$ cat config.mk
export PLATFORM = sky130hd
export DESIGN_NAME = aes_round_sequencer
export DESIGN_NICKNAME = d
export VERILOG_FILES = /design/src/rtl/aes_round_sequencer.sv
export SDC_FILE = /design/constraint.sdc
export NUM_CORES = 1
export LEC_CHECK = 0
export ABC_AREA = 1
export BUFFER_PORTS_ARGS = -buffer_cell sky130_fd_sc_hd__buf_4
export CORE_MARGIN = 2
export CORE_UTILIZATION = 35
export CTS_CLUSTER_SIZE = 14
export DETAILED_ROUTE_END_ITERATION = 10
export GPL_TIMING_DRIVEN = 0
export PLACE_DENSITY = 0.59
export SYNTH_ARGS = -nofsm -noshare
export SYNTH_HDL_FRONTEND = slang
export SYNTH_SLANG_ARGS = --single-unit
$ cat constraint.sdc
create_clock -name i_clock -period 2.1 [get_ports i_clock]
set_input_delay 0.105 -clock i_clock [delete_from_list [all_inputs] [get_ports i_clock]]
set_output_delay 0.105 -clock i_clock [all_outputs]
set_load 0.03 [all_outputs]
$ cat src/rtl/aes_round_sequencer.sv
// Control sequencer for a byte-serial AES-128 encryption datapath: loads a block,
// steps the round/byte counters through the key schedule, then drains the ciphertext.
module aes_round_sequencer #(
  parameter int NUM_ROUNDS  = 10,
  parameter int BLOCK_BYTES = 16
) (
  input  logic       i_clock,
  input  logic       i_reset,
  input  logic       i_start,
  input  logic       i_in_valid,
  output logic       o_in_ready,
  input  logic       i_sr_ready,
  input  logic       i_out_ready,
  output logic       o_out_valid,
  output logic       o_out_last,
  output logic       o_dp_enable,
  output logic       o_sb_en,
  output logic       o_mc_en,
  output logic       o_ark_en,
  output logic       o_load_sel,
  output logic [3:0] o_key_round,
  output logic [3:0] o_key_byte_idx,
  output logic [3:0] o_round_num,
  output logic       o_busy,
  output logic       o_done
);

  localparam logic [3:0] LAST_BYTE  = 4'(BLOCK_BYTES - 1);
  localparam logic [3:0] LAST_ROUND = 4'(NUM_ROUNDS);

  typedef enum logic [1:0] {
    S_IDLE  = 2'd0,
    S_LOAD  = 2'd1,
    S_ROUND = 2'd2,
    S_OUT   = 2'd3
  } state_t;

  state_t     r_state;
  state_t     w_state_nxt;
  logic [3:0] r_byte_idx;
  logic [3:0] w_byte_idx_nxt;
  logic [3:0] r_round_num;
  logic [3:0] w_round_num_nxt;
  logic       r_done;
  logic       w_done_nxt;

  // State, counter and done-pulse registers
  always_ff @(posedge i_clock) begin
    if (i_reset) begin
      r_state     <= S_IDLE;
      r_byte_idx  <= 4'd0;
      r_round_num <= 4'd0;
      r_done      <= 1'b0;
    end else begin
      r_state     <= w_state_nxt;
      r_byte_idx  <= w_byte_idx_nxt;
      r_round_num <= w_round_num_nxt;
      r_done      <= w_done_nxt;
    end
  end

  // Next-state, counter advance and stage-enable decode
  always_comb begin
    w_state_nxt     = r_state;
    w_byte_idx_nxt  = r_byte_idx;
    w_round_num_nxt = r_round_num;
    w_done_nxt      = 1'b0;
    o_in_ready      = 1'b0;
    o_out_valid     = 1'b0;
    o_out_last      = 1'b0;
    o_dp_enable     = 1'b0;
    o_sb_en         = 1'b0;
    o_mc_en         = 1'b0;
    o_ark_en        = 1'b0;
    o_load_sel      = 1'b0;
    o_key_round     = 4'd0;
    o_key_byte_idx  = 4'd0;

    case (r_state)
      S_IDLE: begin
        if (i_start) begin
          w_state_nxt     = S_LOAD;
          w_byte_idx_nxt  = 4'd0;
          w_round_num_nxt = 4'd0;
        end else begin
          w_state_nxt = S_IDLE;
        end
      end

      S_LOAD: begin
        o_in_ready     = 1'b1;
        o_load_sel     = 1'b1;
        o_ark_en       = 1'b1;
        o_dp_enable    = i_in_valid;
        o_key_byte_idx = r_byte_idx;
        if (i_in_valid) begin
          if (r_byte_idx == LAST_BYTE) begin
            w_byte_idx_nxt  = 4'd0;
            w_round_num_nxt = 4'd1;
            w_state_nxt     = S_ROUND;
          end else begin
            w_byte_idx_nxt = r_byte_idx + 4'd1;
          end
        end else begin
          w_byte_idx_nxt = r_byte_idx;
        end
      end

      S_ROUND: begin
        o_dp_enable    = 1'b1;
        o_sb_en        = 1'b1;
        o_ark_en       = 1'b1;
        o_mc_en        = (r_round_num < LAST_ROUND);
        o_key_round    = r_round_num;
        o_key_byte_idx = r_byte_idx;
        // Without sr_ready the shiftrows pipe is still filling, so nothing advances
        if (i_sr_ready) begin
          if (r_byte_idx == LAST_BYTE) begin
            w_byte_idx_nxt = 4'd0;
            if (r_round_num == LAST_ROUND) begin
              w_state_nxt = S_OUT;
            end else begin
              w_round_num_nxt = r_round_num + 4'd1;
            end
          end else begin
            w_byte_idx_nxt = r_byte_idx + 4'd1;
          end
        end else begin
          w_byte_idx_nxt = r_byte_idx;
        end
      end

      S_OUT: begin
        o_out_valid = 1'b1;
        o_out_last  = (r_byte_idx == LAST_BYTE);
        o_dp_enable = i_out_ready;
        if (i_out_ready) begin
          if (r_byte_idx == LAST_BYTE) begin
            w_state_nxt     = S_IDLE;
            w_byte_idx_nxt  = 4'd0;
            w_round_num_nxt = 4'd0;
            w_done_nxt      = 1'b1;
          end else begin
            w_byte_idx_nxt = r_byte_idx + 4'd1;
          end
        end else begin
          w_byte_idx_nxt = r_byte_idx;
        end
      end

      default: begin
        w_state_nxt     = S_IDLE;
        w_byte_idx_nxt  = 4'd0;
        w_round_num_nxt = 4'd0;
      end
    endcase
  end

  assign o_round_num = r_round_num;
  assign o_busy      = (r_state != S_IDLE);
  assign o_done      = r_done;

endmodule

==> metrics.md <==
| Metric | Value |
|---|---|
| Status | completed |
| WL final | a little over 2000 um |
| Synth warn | 0 |
| CP peak stage delay | about 0.36 ns |
| Crit Path Class | reg2out |
| CP top delay family | buffers and inverters |
| VDD IR-drop max | roughly 0.69 mV |
| Critical Path RT | around 2 ns |
| Clk_lat worst skew | around 0.27 ns |
| DRT Pass-1 Iters | 4 |
| Setup WS pre-CTS | 0.504 ns |
| Power per Cell Area | 1200 nW/um2 |
| Seq/Total Area, Yosys | 24.7% |
| Max-slew violations | 0 |
| Cell mode on critical path | inv_1 |
| Leakage | approximately 0.67 nW |
| Nets | between 150 and 200 |
| Final setup viols | 0 |
| Seq cells post-synth | 11 |
| Ant. Diodes | 0 |
| Chip Width | 54.5 um |
| Clk slew on worst S/H paths | around 0.080 ns |
| Die area | a little under 3000 um2 |
| Hpwl dp | 1630 um |
| Fin. Hold Viols | 0 |
| Cts bufs inserted | 3 |
| Drc violations | 0 |
| CTS Hold Bufs | 0 |
| Drt wl/cell | between 10 and 15 um |
| Crit path launch | r_state[0] |
| Vias in the first global route | 830 |
| Placement row count | 18 |
| Drt first-iter violations | 18 |
| H-tree Lvls | 1 |
| Via density | between 4 and 5 |
| Share of layout cells above drive strength 1 | around a quarter |
| Hold crit path type | in2reg |
| Cell count after synthesis | between 100 and 150 |
| CTS tree | yes |
| WP buf/inv | 4 |
| R2R Path Start | r_state[0] |
| Post-CTS Setup Inserts | 0 |
| Cell Chain, Critical Path | inv_1 -> ha_1 -> inv_2 -> a31o_2 -> inv_1 -> buf_4 |
| Worst Slack Setup Final | around 0.37 ns |
| Slew headroom | between 70% and 80% |
| Root cell of the clock tree | clkbuf_4 |
| RSZ-0062 raised after global routing | no |
| Worst path slowest cell | ha_1 |
| Worst Setup End Kind | primary output |
| Post-Syn Area | roughly 890 um2 |
| Post-cts resize count | 0 |
| First-pass GRT wire length | between 3000 and 4000 um |
| Detail Route Antenna Nets | 0 |
| Fin crit period | 1.73 ns |
| Final period util | about 83% |
| Fin Setup TNS | 0 ns |
| Synth Area per Inst | 6.41 um2 |
| Hold_sp | i_reset |
| F_max | approximately 0.58 GHz |
| Initial antenna violation count | 0 |
| Clock Path Buffers | 2 |
| Area of the core | 2450 um2 |
| Boundary Pins | 28 |
| Worst Clk Skew | approximately 0.0006 ns |
| Gr usage total | between 10% and 20% |
| Yosys cell types | 20 |
| Clock sink total | 11 |
| Crit-path max FO | 7 |
| Total global routing overflow | 0 |
| Worst-Margin Slew | 0.304 ns |
| Vias | 912 |
| Routability cong. | approximately 0.82 |
| # fillers | 270 |
| WP data arrival | between 1.5 and 2 ns |
| Die Y | about 54 um |
| Max-cap viol count | 0 |
| Largest net degree at the start of global routing | 10 |
| IO buf count | 27 |
| Initial core utilization | 36.3% |
| Post-Synthesis Net Count | 154 |
| Area grow syn2layout | 29.9% |
| WHS | around 0.045 ns |
| Type of origin of the critical path | flop |
[routing by layer]
metal / vias to the layer above / global-route usage (%) / wire (um)
met3: 6 / 2.73 / 89
met2: 27 / 26.3 / 975
met4: 0 / 8.33 / 41
li1: 486 / - / -
met5: - / 0 / 0
met1: 393 / 21.5 / 928
[worst paths after layout]
| path | to | slack (ns) | cells after the start |
|---|---|---|---|
| setup / recovery | o_dp_enable | 0.37 | 6 |
| hold / removal | o_round_num[1] | 0.04 | 2 |
| setup reg to reg | r_byte_idx[2] | 0.51 | 8 |
| hold reg to reg | r_byte_idx[1] | 0.52 | 2 |
[where the power goes]
part	internal (W)	switching, W	total [W]
Sequential	0.000255	0.0000511	0.000306
Clock	0.0000735	0.0000786	0.000152
Combinational	0.000331	0.000600	0.000932
Total	0.000660	0.000730	0.00139
[worst reg2reg max path: cells and delay by family (launching register included)]
family	cells	cell delay, ns
AO/OA/AOI/OAI	1	0.15
adder cells (fa/ha/maj)	1	0.30
buffers and inverters	2	0.20
flip-flops	1	0.37
AND/OR/NAND/NOR	4	0.46
[placed cells by master (no fill, tap or decap), drive strengths merged, types with 2 or more instances in the layout]
master	instances
a21oi	6
buf	29
clkbuf	4
dfxtp	11
ha	9
inv	30
nand2	38
nand3	8
nand4	4
nor2	24
nor3	2
o21ai	2
[layout make-up]
cell class / instances / area [um2] / share of cell area [%]
plain buffers: 2 / 15.0 / 1.30
clock buffers: 4 / 26.3 / 2.27
inverters: 30 / 113 / 9.73
multi-input cells: 96 / 543 / 46.9
flip-flops and latches: 11 / 220 / 19.0
well taps: 30 / 37.5 / 3.24
repair buffers: 27 / 203 / 17.5
[sequential cells by signal, summed over array words and instances (netlist names)]
register / flops
o_done: 1
r_byte_idx: 4
o_round_num: 4
r_state: 2
[metrics by stage]
stage	power [W]	util, %	area (um2)	instances
floorplan	0.000998	-	891	139
global placement	0.00124	46.1	1130	196
detailed placement	0.00125	46.1	1130	196
CTS	0.00140	47.1	1160	200
global route	0.00153	47.1	1160	200
finish	0.00139	47.1	1160	200
[cells in the mapped netlist]
library cell / n / area [um2]
nand3_4: 2 / 35.0
a31o_2: 1 / 8.76
nor3_1: 2 / 10.0
nor2_8: 1 / 20.0
o21a_1: 1 / 7.51
nand2_2: 2 / 12.5
nor2_1: 23 / 86.3
buf_4: 2 / 15.0
inv_1: 29 / 109
nand2_4: 1 / 11.3
nand4_1: 4 / 25.0
nand3_1: 5 / 25.0
ha_1: 9 / 113
a21oi_1: 6 / 30.0
nand2_1: 35 / 131
nand3_2: 1 / 10.0
inv_2: 1 / 3.75
o21ai_0: 2 / 10.0
o21bai_1: 1 / 7.51
dfxtp_1: 11 / 220
[cell families (layout without fill, tap and decap cells)]
group,count (synthesis),after routing,share of synthesized area [%]
AO/OA/AOI/OAI,11,11,7.16
adder cells (fa/ha/maj),9,9,12.6
flip-flops,11,11,24.7
buffers and inverters,32,63,14.3
AND/OR/NAND/NOR,76,76,41.2
Note: power is estimated with default switching activity, not from simulation.
